<file path="src/rtl/key_sw_debouncer.sv">
// key_sw_debouncer
//
// Conditions the raw board push-buttons and slide switches before they
// reach the lab logic. Each bit goes through a two-flop synchroniser and
// then a per-bit stability counter. The debounced level flips only after
// the synchronised bit has differed from it for stable_cycles consecutive
// edges. On the cycle after a flip, a one-cycle pulse reports the edge.
//
// Ports
//   clk          : system clock; all state updates on the rising edge
//   rst          : synchronous, active-low reset
//   key_raw      : raw asynchronous push-buttons (w_key bits)
//   sw_raw       : raw asynchronous slide switches (w_sw bits)
//   key_db       : debounced key level, 1 = pressed
//   sw_db        : debounced switch level
//   key_pressed  : one-cycle pulse when a key_db bit rises
//   key_released : one-cycle pulse when a key_db bit falls
//   sw_changed   : one-cycle pulse on any sw_db bit transition
//
// Every output comes straight from a flop, or from an AND of two flops.
// No input reaches an output without passing through a flop.

module key_sw_debouncer #(
    parameter int clk_mhz        = 50,
    parameter int w_key          = 4,
    parameter int w_sw           = 8,
    parameter int debounce_ms    = 10,
    parameter int stable_cycles  = clk_mhz * 1000 * debounce_ms,
    parameter bit key_active_low = 1'b1
) (
    input  logic              clk,
    input  logic              rst,
    input  logic [w_key-1:0]  key_raw,
    input  logic [w_sw-1:0]   sw_raw,
    output logic [w_key-1:0]  key_db,
    output logic [w_sw-1:0]   sw_db,
    output logic [w_key-1:0]  key_pressed,
    output logic [w_key-1:0]  key_released,
    output logic [w_sw-1:0]   sw_changed
);

    // Keys and switches share the same per-bit machinery.
    // Switches occupy the upper bits of the combined vector.
    localparam int w  = w_key + w_sw;
    localparam int cw = $clog2(stable_cycles + 1);

    localparam logic [cw-1:0] cnt_last = cw'(stable_cycles - 1);
    localparam logic [cw-1:0] cnt_one  = cw'(1);

    logic [w_key-1:0] key_n;
    logic [w-1:0]     in_n;
    logic [w-1:0]     sync1;
    logic [w-1:0]     sync2;
    logic [w-1:0]     db;
    logic [w-1:0]     pulse;
    logic [cw-1:0]    cnt [w];

    // Invert the keys so that a pressed key is 1. After inversion, the
    // all-zero reset value of the synchroniser matches the idle inputs.
    assign key_n = key_active_low ? ~key_raw : key_raw;
    assign in_n  = {sw_raw, key_n};

    always_ff @(posedge clk) begin
        if (!rst) begin
            sync1 <= '0;
            sync2 <= '0;
            db    <= '0;
            pulse <= '0;
            for (int i = 0; i < w; i++) begin
                cnt[i] <= '0;
            end
        end else begin
            sync1 <= in_n;
            sync2 <= sync1;
            for (int i = 0; i < w; i++) begin
                pulse[i] <= 1'b0;
                if (sync2[i] == db[i]) begin
                    // Any agreement, even a single cycle, restarts the window.
                    cnt[i] <= '0;
                end else if (cnt[i] == cnt_last) begin
                    // This edge is the stable_cycles-th differing edge in a row.
                    db[i]    <= sync2[i];
                    cnt[i]   <= '0;
                    pulse[i] <= 1'b1;
                end else begin
                    // cnt never exceeds cnt_last, so it cannot wrap.
                    cnt[i] <= cnt[i] + cnt_one;
                end
            end
        end
    end

    // pulse marks the cycle after a flip, and db already holds the new level.
    // So the flip direction follows from db.
    assign key_db       = db[w_key-1:0];
    assign sw_db        = db[w-1:w_key];
    assign key_pressed  = pulse[w_key-1:0] & db[w_key-1:0];
    assign key_released = pulse[w_key-1:0] & ~db[w_key-1:0];
    assign sw_changed   = pulse[w-1:w_key];

endmodule

</file>
<file path="config.mk">
export PLATFORM = sky130hd
export DESIGN_NAME = key_sw_debouncer
export DESIGN_NICKNAME = d
export VERILOG_FILES = /design/src/rtl/key_sw_debouncer.sv
export SDC_FILE = /design/constraint.sdc
export NUM_CORES = 1
export LEC_CHECK = 0
export CORE_MARGIN = 2
export CORE_UTILIZATION = 45
export CTS_BUF_LIST = sky130_fd_sc_hd__clkbuf_4 sky130_fd_sc_hd__clkbuf_8
export DETAILED_ROUTE_END_ITERATION = 8
export GPL_ROUTABILITY_DRIVEN = 0
export PLACE_DENSITY = 0.63
export SETUP_SLACK_MARGIN = 0.05
export SLEW_MARGIN = 40
export SYNTH_ARGS = -nofsm -noshare
export SYNTH_HDL_FRONTEND = slang
export SYNTH_SLANG_ARGS = --single-unit
</file>
<file path="constraint.sdc">
create_clock -name clk -period 3.5 [get_ports clk]
set_input_delay 0.7 -clock clk [delete_from_list [all_inputs] [get_ports clk]]
set_output_delay 0.7 -clock clk [all_outputs]
set_load 0.01 [all_outputs]
</file>
# Yosys cells after proc, flatten, opt, wreduce, memory -nomap -nowiden
# Memories as Yosys holds them, arrays and structs flattened.
# Index checks and enable logic that the tools add are counted.
# Widths: inputs -> output; s select.
totals:
  regBits: 48
  ramBits: 228
  output_inout_bits: 28
  word_cells: 285
  memories: 1
classes:
  n_addsub: 12
  eq_ne: 24
  muxes: 169
  n_bitwise: 52
  reduce_logical: 12
memory_table:
  columns: ["name", "depth", "word_bits", "read_ports", "rd_ports_with_merged_regs", "wr", "line_no", "source"]
  rows:
  - ["cnt", 12, 19, 12, 0, 12, "56", "logic [cw-1:0] cnt [w];"]
ops:
  columns: ["operator", "n"]
  rows:
  - ["$mux 19", 36]
  - ["$add 19x1->19 const B", 12]
  - ["$eq 19x19->1 const B", 12]
  - ["$mux 1", 133]
  - ["$or 1x1->1", 36]
  - ["$reduce_and 2->1", 12]
  - ["$eq 1x1->1", 12]
  - ["$not 1->1", 12]
  - ["$and 4x4->4", 2]
  - ["$not 4->4", 2]

# Longest topological paths before layout
# Gate-level depths: netlist (run 1).
logic_depth:
  ltp_word: 7
  ltp_mapped: 8
  ltp_nobuf: 5

# Worst setup path after synthesis (run 1)
# No wires, ideal clock.
synth_timing:
  path_type: "register to register"
  from: "memory cnt[1][6] (netlist name)"
  to: "memory cnt[1][11] (netlist name), data pin"
  arrival_ns: 1.945
  setup_slack_ns: 1.301
  stages_incl_launch_ff: 6
  path_cell_list: "edfxtp_1 > or4_1 > or4_4 > o21bai_4 > buf_4 > nor2_1"
synth_rtl:
  columns: ["element", "line_no"]
  rows:
  - ["start: declaration", "56"]

==> impl_metrics.json, run 1 <==
{
  "ff2ff_setup_slack_ps": 1050,
  "viasPerCell": 5.00,
  "setup_viol": 0,
  "crit_fanout": 10,
  "total_power_mw": 7.30,
  "antenna_found_initial": 0,
  "fin_nets": 1663,
  "antennaDiodeCount": 0,
  "synth_cell_types": 56,
  "r2r_start": "cnt[0][19]",
  "rsz0062_at_grt": "false",
  "grt-ovfl-total": 0,
  "required_ps": 3800,
  "grt_pass1_vias": 9955,
  "area_growth_syn_to_layout_pct": 18.6,
  "grt_max_degree": 19,
  "cts.reportedPaths.clkPinSlew_ps": 60,
  "cts_hold_buf": 0,
  "cts_tree": "yes",
  "rows": 65,
  "clockRootBuffer": "clkbuf_8",
  "hold_path_class": "reg2reg",
  "design.die.area_mm2": 0.0332,
  "final_core_util": 0.540,
  "fin_worst_skew_ps": 17.6,
  "critPathKind": "reg2reg",
  "synth-edff-count": 228,
  "hold_violations": 0,
  "min_path_cells": 1,
  "netlist_area_mm2": 0.0143,
  "io_pins": 42,
  "crit_path_start_kind": "flip-flop",
  "drv_cap": 0,
  "num_vias": 10400,
  "synth_top_cell_area_share": 0.479,
  "power_leakage_nw": 5.87,
  "timing.setup.tns_ps": 0,
  "ant_nets": 0,
  "crit_slowest_cell": "o21bai_1",
  "fmax_ghz": 0.408,
  "outcome": "finished, final reports clean",
  "synthTopCellsByArea": "edfxtp_1, dfxtp_1, xor2_1",
  "post_cts_resize_count": 0,
  "synth_common_cells": "edfxtp_1, nor2_1, nand2_1, xor2_1",
  "worst_pin_slew_ps": 761,
  "postCtsSetupRepairBufs": 0,
  "final_cells": 2081,
  "cp.depth": 6,
  "synth.most_common_cell": "edfxtp_1",
  "numCtsBuffers": 50,
  "final_cell_area_mm2": 0.0170,
  "ys.flop_type": "edfxtp_1",
  "synth-seq-cells": 276,
  "drt_wl_total_um": 25900,
  "r2r_end": "cnt[0][24]",
  "dp_cells": 1987,
  "grt_use_total": 0.160,
  "grt_pass1_wl_um": 45000,
  "syn_avg_cell_area_um2": 10.5,
  "end_kind": "flip-flop",
  "maxSlewHeadroom": 0.492,
  "yosysSeqAreaShare": 0.546,
  "r2r_cells": 6,
  "fin_crit_sh": 0.700,
  "routedWlPerCell_um": 12.5,
  "slew_violations": 0,
  "syn_inst": 1356,
  "worst-path-buf-inv": 1,
  "port_buffers": 41,
  "timing.critical_path.arrival_ps": 2750,
  "drt-pass1-iter-count": 5,
  "synth_top_cell_by_area": "edfxtp_1",
  "h-tree-depth": 2,
  "async_flop_share": 0,
  "crit_path_cell_trace": "ha_1, and4_1, nand4_1, o21bai_1, buf_4, nor2_1",
  "path_delay_family": "compound AO/OA/AOI/OAI gates",
  "drt_iter0_drc": 524,
  "peakVddDrop_mv": 0.284,
  "layout-drive-gt1-share": 0.0739,
  "place_hpwl_um": 17900,
  "hold_start": "sync1[6]",
  "die_h_um": 182,
  "clk_latency_ps": 560,
  "core-area_mm2": 0.0314,
  "layout_min_cycle_time_ps": 2450,
  "cpPeakStageDelay_ps": 680,
  "power.density_mw_per_mm2": 431,
  "start_util": 0.455,
  "hold-path-endpoint": "sync2[6]",
  "clock_path_buffers": 3,
  "postPlaceCellArea_mm2": 0.0159,
  "cts_sinks": 276,
  "die_x_um": 182,
  "drc": 0,
  "yosysWarnings": 0
}
==> stage by stage <==
stage / hold slack (ps) / setup WS (ps)
2_1_floorplan: 412 / 1300
3_3_place_gp: 414 / 1050
3_5_place_dp: 422 / 1030
4_1_cts: 432 / 1030
5_1_grt: 437 / 867
6_report: 430 / 1050
==> how the worst max path moves through the flow <==
stage,to,startpoint,slack [ps]
floorplan,cnt[1][11],cnt[1][6],1300
global placement,cnt[0][29],cnt[0][19],1050
detailed placement,cnt[0][28],cnt[0][19],1030
CTS,cnt[0][26],cnt[0][19],1030
global route,cnt[0][26],cnt[0][19],870
finish,cnt[0][24],cnt[0][19],1050
==> where the power goes <==
part	switching, mW	internal [mW]
Sequential	0.136	3.68
Clock	1.32	1.89
Combinational	0.160	0.111
==> layout by cell type (no fill, tap or decap), types with 6 or more instances in the layout <==
cell / count
and2_1: 31
inv_1: 38
and4_1: 26
or4_1: 35
dfxtp_1: 48
xnor2_1: 73
ha_1: 12
nand4_1: 58
or2_2: 6
or3_1: 48
nor3_1: 30
o21ai_0: 42
clkbuf_4: 17
clkinv_2: 8
nand2_1: 91
nor4_1: 28
o31ai_1: 24
edfxtp_1: 228
clkdlybuf4s50_1: 40
nand3_1: 73
conb_1: 228
xor2_1: 81
nor4b_1: 6
nor2_1: 186
a21oi_1: 70
and3_1: 15
clkbuf_8: 64
==> logic make-up after synthesis <==
family                   count (synthesis)  synth area share
AND/OR/NAND/NOR                        673             0.255
flip-flops                             276             0.546
AO/OA/AOI/OAI                          156            0.0669
XOR/XNOR                               154            0.0944
buffers and inverters                   82            0.0256
adder cells (fa/ha/maj)                 12            0.0105
multiplexers                             2           0.00140
other                                    1          0.000262
==> registers in the layout, indices dropped and copies added (netlist names) <==
signal,cells
sync1,12
db,12
cnt,228
sync2,12
pulse,12
==> cell type report <==
cell class,count,area (um2)
Multi-Input combinational cell,1225,6970
Tap cell,402,503
Inverter,39,146
Clock inverter,13,85.1
Timing Repair Buffer,45,435
Fill cell,2871,14400
Clock buffer,81,1010
Sequential cell,276,7810
==> routing by layer <==
metal	vias up	GRT usage	routed length, um	share of wire
li1	5353	-	-	-
met1	4860	0.207	12400	0.48
met2	153	0.270	12200	0.47
met3	35	0.0325	933	0.036
met4	0	0.0490	413	0.016
met5	-	0	0	0
Note: power is estimated with default switching activity, not from simulation.
==> run 2: changes to the inputs <==
==> constraint.sdc (replaced) <==
create_clock -name clk -period 2.28 [get_ports clk]
set_input_delay 0.456 -clock clk [delete_from_list [all_inputs] [get_ports clk]]
set_output_delay 0.456 -clock clk [all_outputs]
set_load 0.01 [all_outputs]
==> impl_metrics.json, run 2 (synthesis results as in run 1) <==
{
  "grt-ovfl-total": 0,
  "hold_path_class": "in2reg",
  "grt_use_total": 0.167,
  "timing.setup.tns_ps": 0,
  "port_buffers": 41,
  "routedWlPerCell_um": 12.5,
  "postPlaceCellArea_mm2": 0.0165,
  "clk_latency_ps": 560,
  "layout_min_cycle_time_ps": 2180,
  "drv_cap": 0,
  "clockRootBuffer": "clkbuf_8",
  "grt_max_degree": 25,
  "regMostFlops": "cnt",
  "final_cell_area_mm2": 0.0176,
  "drc": 0,
  "total_power_mw": 11.3,
  "fin_crit_sh": 0.954,
  "design.die.area_mm2": 0.0332,
  "drt-pass1-iter-count": 5,
  "drt_iter0_drc": 457,
  "required_ps": 2570,
  "fmax_ghz": 0.460,
  "cts_tree": "yes",
  "ant_nets": 0,
  "die_x_um": 182,
  "finalWorstSetupSlack_ps": 104,
  "cts.reportedPaths.clkPinSlew_ps": 60,
  "numCtsBuffers": 51,
  "largest_reg_flops": 228,
  "layout_common_cells": "edfxtp_1, conb_1, nor2_1",
  "rsz0062_at_grt": "false",
  "fin_nets": 1732,
  "area_growth_syn_to_layout_pct": 23.0,
  "end_kind": "flip-flop",
  "outcome": "finished, final reports clean",
  "grt_pass1_wl_um": 46900,
  "grt_pass1_vias": 10400,
  "start_util": 0.455,
  "crit_path_start_kind": "flip-flop",
  "h-tree-depth": 2,
  "whs_ps": 277,
  "rows": 65,
  "crit_fanout": 17,
  "setup_viol": 0,
  "timing.critical_path.arrival_ps": 2470,
  "cts_sinks": 276,
  "dpl_worst_slack_ps": 110,
  "io_pins": 42,
  "viasPerCell": 4.98,
  "antennaDiodeCount": 0,
  "antenna_found_initial": 0,
  "clock_path_buffers": 3,
  "slew_violations": 0,
  "num_vias": 10700,
  "hold_violations": 0,
  "peakVddDrop_mv": 0.422,
  "power_leakage_nw": 6.26,
  "fin_worst_skew_ps": 27.2,
  "core-area_mm2": 0.0314,
  "power.density_mw_per_mm2": 642,
  "critPathKind": "reg2reg",
  "ff2ff_setup_slack_ps": 100,
  "die_h_um": 182,
  "layout-drive-gt1-share": 0.112,
  "place_hpwl_um": 18900,
  "drt_wl_total_um": 26900
}
-- run 2: cell types whose count changed in the layout (fill, tap and decap cells not counted), moves of 2 or more --
cell      previous run  this run
clkinv_1             4         2
buf_12               0         7
clkbuf_8            64        66
buf_4                4        64
clkbuf_4            17        19
-- run 2: timing repair --
item                       in CTS  in global routing
setup buffers                   0                  1
gates resized for setup         0                  4
setup endpoints to repair       0                 30
hold endpoints to repair        0                  0
hold buffers                    0                  0
-- run 2: per-stage QoR --
step | utilization | cells
final | 0.560 | 2150
after global routing | 0.560 | 2150
after CTS | 0.559 | 2149
after detailed placement | 0.524 | 2054
after global placement | 0.524 | 2054
after floorplan | - | 1583
-- run 2: cell type report --
class / count / area [um2]
fill: 2833 / 13800
timing repair buffer: 113 / 1040
multi-input combinational: 1225 / 6990
inverter: 39 / 146
clock inverter: 10 / 47.5
clock buffer: 85 / 1050
sequential: 276 / 7810
tap: 402 / 503
-- run 2: path summary, 6_finish.rpt --
path               from         end  cells after the start
min reg2reg    sync1[6]    sync2[6]                      1
min                 rst      db[11]                      3
max          cnt[1][71]  cnt[1][74]                      5
max reg2reg  cnt[1][71]  cnt[1][74]                      5
-- run 2: metal layers --
metal  up-vias  GRT usage  routed length [um]
li1       5500          -                   -
met1      5030      0.218               12600
met2       135      0.282               12800
met3        41     0.0313                 980
met4         0     0.0548                 464
met5         -          0                   0
-- run 2: critical path: stages, from the launching register on --
cell	delay [ps]
edfxtp_1	390
or4b_2	690
or4_4	470
o21bai_4	150
buf_12	160
a21oi_1	50
-- run 2: report_power, final --
part / leakage [nW] / internal [mW] / switching (mW)
logic: 2.92 / 0.227 / 0.289
registers: 2.74 / 5.66 / 0.181
clock network: 0.596 / 2.90 / 2.04
total: 6.26 / 8.78 / 2.51
==> run 3: changes to the inputs <==
--- a/config.mk
+++ b/config.mk
@@ -11,6 +11,7 @@
 export DETAILED_ROUTE_END_ITERATION = 8
 export GPL_ROUTABILITY_DRIVEN = 0
 export PLACE_DENSITY = 0.63
+export REMOVE_ABC_BUFFERS = 1
 export SETUP_SLACK_MARGIN = 0.05
 export SLEW_MARGIN = 40
 export SYNTH_ARGS = -nofsm -noshare
==> impl_metrics.json, run 3 (synthesis results as in run 1) <==
{
  "crit_slowest_cell": "or4b_4",
  "p_switching_mw": 2.49,
  "grt_pass1_wl_um": 46800,
  "hold-path-endpoint": "db[0]",
  "ff2ff_setup_slack_ps": 110,
  "regMostFlops": "cnt",
  "setup_viol": 0,
  "fin_nets": 1726,
  "antennaDiodeCount": 0,
  "hold_start": "rst",
  "rows": 65,
  "num_vias": 10800,
  "routedWlPerCell_um": 12.7,
  "slew_violations": 0,
  "timing.setup.tns_ps": 0,
  "drt-pass1-iter-count": 5,
  "crit_path_start_kind": "flip-flop",
  "clockRootBuffer": "clkbuf_8",
  "power.density_mw_per_mm2": 635,
  "clk_latency_ps": 560,
  "h-tree-depth": 2,
  "critPathKind": "reg2reg",
  "drt_wl_total_um": 27300,
  "seqPwrFrac": 0.526,
  "drv_cap": 0,
  "port_buffers": 41,
  "dr_wl_met3_um": 1030,
  "die_h_um": 182,
  "p_clk_frac": 0.428,
  "top_layer_used": "met4",
  "r2r_cells": 5,
  "crit_path_cell_trace": "or4b_4, or4_4, o21bai_4, buf_4, a21oi_1",
  "die_x_um": 182,
  "cts.reportedPaths.clkPinSlew_ps": 60,
  "min_path_cells": 3,
  "p_comb_frac": 0.046,
  "place_hpwl_um": 19000,
  "timing.critical_path.arrival_ps": 2460,
  "numCtsBuffers": 50,
  "fin_worst_skew_ps": 21.7,
  "core-area_mm2": 0.0314,
  "r2r_end": "cnt[1][18]",
  "outcome": "finished, final reports clean",
  "layout_common_cells": "edfxtp_1, conb_1, nor2_1",
  "largest_reg_flops": 228,
  "design.die.area_mm2": 0.0332,
  "ant_nets": 0,
  "swShare": 0.224,
  "grt-ovfl-total": 0,
  "worst_pin_slew_ps": 480,
  "dp_cells": 2049,
  "cpPeakStageDelay_ps": 560,
  "cts_sinks": 276,
  "antenna_found_initial": 0,
  "area_growth_syn_to_layout_pct": 22.2,
  "drt_iter0_drc": 504,
  "io_pins": 42,
  "fmax_ghz": 0.460,
  "power_leakage_nw": 6.17,
  "cts_hold_buf": 0,
  "viasPerCell": 5.02,
  "r2r_start": "cnt[1][10]",
  "clock_path_buffers": 3,
  "internal_power_mw": 8.61,
  "grt_use_total": 0.166,
  "hold_violations": 0,
  "start_util": 0.455,
  "hold_path_class": "in2reg",
  "cts_tree": "yes",
  "required_ps": 2570,
  "crit_fanout": 8,
  "wl_met1_um": 12800,
  "rsz0062_at_grt": "true",
  "peakVddDrop_mv": 0.424,
  "grt_max_degree": 39,
  "maxSlewHeadroom": 0.676,
  "layout_min_cycle_time_ps": 2170,
  "layout-drive-gt1-share": 0.107,
  "final_cells": 2144,
  "grt_pass1_vias": 10300,
  "fin_crit_sh": 0.954,
  "drc": 0,
  "dr_wl_met2_um": 12900,
  "end_kind": "flip-flop"
}
## run 3: changes by cell type in the layout (fill, tap and decap cells not counted), sizes merged
cell    before  now
buf         73   68
clkinv      10   13
clkbuf      85   81
## run 3: worst max path at each step
stage                          start             end  slack, ps  cells after the start
after floorplan           cnt[1][30]      cnt[1][22]        110                      4
after global placement    cnt[1][14]      cnt[1][18]         90                      5
after detailed placement  cnt[1][14]      cnt[1][18]         70                      5
after CTS                      db[1]  key_pressed[1]         70                      2
after global routing      cnt[1][10]      cnt[1][13]         10                      5
final                     cnt[1][10]      cnt[1][18]        110                      5
## run 3: through the flow
step / util / power (mW) / area, um2 / setup slack (ps) / hold slack (ps)
4_1_cts: 0.556 / 11.2 / 17400 / 68.1 / 355
3_3_place_gp: 0.522 / 6.42 / 16400 / 89.7 / 416
6_report: 0.556 / 11.1 / 17500 / 106 / 383
2_1_floorplan: - / 6.22 / 14900 / 115 / 412
5_1_grt: 0.556 / 11.6 / 17500 / 13.3 / 355
3_5_place_dp: 0.522 / 6.43 / 16400 / 67.4 / 418
## run 3: final cells by class
type	count	area [um2]
fillers	2831	13900
repair buffers	108	971
well taps	402	503
clock inverters	13	52.6
inverters	39	146
flip-flops and latches	276	7810
clock buffers	81	990
multi-input cells	1225	6990
## run 3: power by group through the flow
| stage | sequential, mW | clock, mW | combinational (mW) |
|---|---|---|---|
| after floorplan | 5.90 | 0 | 0.316 |
| after global placement | 5.93 | 0 | 0.486 |
| after detailed placement | 5.94 | 0 | 0.494 |
| after CTS | 5.84 | 4.91 | 0.500 |
| after global routing | 5.87 | 5.14 | 0.583 |
| final | 5.84 | 4.75 | 0.508 |
## run 3: per-layer routing
layer	up-vias	global-route usage
li1	5496	-
met1	5052	0.217
met2	156	0.281
met3	50	0.0317
met4	0	0.0523
met5	-	0
## run 3: critical path: cells and delay by family, from the launching register on
kind / cells / cell delay, ps
simple gates: 2 / 1110
flops: 1 / 400
compound gates: 2 / 230
buf+inv: 1 / 180
## run 3: timing repair
action,CTS,global route
setup endpoints to repair,1,38
gates resized for setup,0,7
setup buffers,1,0
pin swaps,0,0
==> variant: new RTL, settings of run 3 <==
Set the parameter `w_sw` to 4 (it was 8).
--- a/src/rtl/key_sw_debouncer.sv
+++ b/src/rtl/key_sw_debouncer.sv
@@ -25,3 +25,3 @@
     parameter int w_key          = 4,
-    parameter int w_sw           = 8,
+    parameter int w_sw           = 4,
     parameter int debounce_ms    = 10,
Ports: changed (resized sw_changed, sw_db and sw_raw); port bits go from 42 to 30. The function was not compared with the original's and may differ.
==> variant against run 3 <==
  * Critical path depth is the same
  * Maximum frequency increased by 2.0%
  * Sequential power is 34% lower
  * Routed wire length fell by 36%
  * Clock skew down 7.2 ps
  * Count of clock-buffer cells in the layout is 56 lower
  * Worst setup slack improved by 42 ps
  * Core utilization is 0.65 points lower
  * Total power shrank 40%
  * Design area shrank 34%
  * Sequential cell count down 92
  * Synthesized area fell by 33%
  * Critical path type unchanged
==> variant: results (changes against run 3) <==
[route]
drt_iter0_markers=248  ; was 504
routed_wirelength_um=17560  ; was 27270 um
first_pass_iters=4  ; was 5

[worst_hold_path]
hold_path.startpoint=sync1[1]  ; was rst
holdPathStages=1  ; was 3
hold_class=flip-flop to flip-flop  ; was primary input to flip-flop
holdPathEnd=sync2[1]  ; was db[0]

[synthesis]
synth_fa_ha_area_frac=0.01045  ; was 0.01051
synthMuxAreaShare=0.002091  ; was 0.001401
synth_cell_types=53  ; was 56
synth_xor_area_frac=0.09422  ; was 0.09439
synth_area_leaders=edfxtp_1, dfxtp_1, xor2_1  ; unchanged

[final_layout]
drive_above_1_share=0.09536  ; was 0.1073
final_nets=1148  ; was 1726
antenna_cells=0  ; unchanged

[worst_setup_path]
worstPathArrival_ps=2340  ; was 2460 ps
critPathMaxStageDelay_ps=590  ; was 560 ps
slowest_stage=or4_4  ; was or4b_4
r2r_slack_ps=150  ; was 110 ps
worstPathMaxFanout=14  ; was 8
r2r_end=cnt[0][29]  ; was cnt[1][18]
rr_startpoint=cnt[0][24]  ; was cnt[1][10]

[cts]
clkLatencyLatePin_ps=460  ; was 560 ps
cts_setup_buffers=0  ; was 1
cts_buffers=17  ; was 50
htree_levels=4  ; was 2
clk_pin_slew_ps=90  ; was 60 ps

[placed_design]
io_buffers=29  ; was 41
dpl.hpwl_um=12840  ; was 18990 um

[power]
leakage_nw=3.999  ; was 6.172 nW
irDropWorstVdd_uv=332.1  ; was 424.4 uV

[global_route]
grt_pass1_wl_um=30460  ; was 46840 um
grt_pass1_vias=6733  ; was 10.34k
grt_start_max_net_pins=29  ; was 39

[status]
status=complete, no violations  ; unchanged

==> variant: cell count changes after synthesis, sizes merged, moves of 14 or more <==
cell    delta
o21ai     -17
nand4     -20
nand2     -33
xor2      -26
xnor2     -25
nor2      -59
or3       -20
a21oi     -24
dfxtp     -16
clkbuf    -14
nand3     -22
edfxtp    -76
==> variant: cell type report <==
cell class                 instances  area, um^2
multi-input combinational        818        4692
sequential                       184        5205
clock inverter                     7       138.9
tap                              275       344.1
fill                            1968        9433
timing repair buffer              80       714.4
clock buffer                      25       319.1
inverter                          29       108.9
==> variant: per-layer routing <==
metal	track usage	vias up	share of wire
li1	-	3642	-
met1	0.2212	3323	0.49
met5	0	-	0
met2	0.2763	61	0.47
met4	0.05377	0	0.013
met3	0.03079	15	0.021
==> variant: logic make-up (layout without fill, tap and decap cells) <==
logic type / Yosys count / count (layout)
other: 1 / 152
AND/OR/NAND/NOR: 451 / 451
buffers and inverters: 53 / 141
XOR/XNOR: 103 / 103
multiplexers: 2 / 2
flip-flops: 184 / 184
adder cells (fa/ha/maj): 8 / 8
AO/OA/AOI/OAI: 102 / 102
==> variant: worst max-delay path by stage <==
stage                    start         end  slack, ps  cells after the start
CTS                 cnt[1][50]  cnt[1][55]        130                      5
finish              cnt[0][24]  cnt[0][29]        150                      5
detailed placement  cnt[1][50]  cnt[1][50]        140                      5
floorplan           cnt[0][12]  cnt[0][10]        100                      3
global route        cnt[1][48]  cnt[1][56]         60                      5
global placement    cnt[1][50]  cnt[1][50]        160                      5
==> variant: critical path, delay by kind of cell (launching register included) <==
family,cells,cell delay (ps)
flip-flops,1,400
buffers and inverters,1,160
AO/OA/AOI/OAI,1,190
AND/OR/NAND/NOR,3,1140
==> variant: per-stage QoR <==
stage	cell area [um^2]	hold WS [ps]	cells	total power, mW	setup WS (ps)
after floorplan	10000	411.8	1031	4.150	99.23
after global placement	11060	414.2	1386	4.292	164.8
after detailed placement	11060	416.9	1386	4.302	142.3
after CTS	11520	440.0	1418	6.794	127.2
after global routing	11520	451.7	1418	6.991	55.90
final	11520	436.2	1418	6.698	147.7
==> variant: power breakdown <==
group,switching [mW],internal (mW)
clock,1.11,1.36
sequential,0.119,3.76
combinational,0.195,0.154
total,1.42,5.28
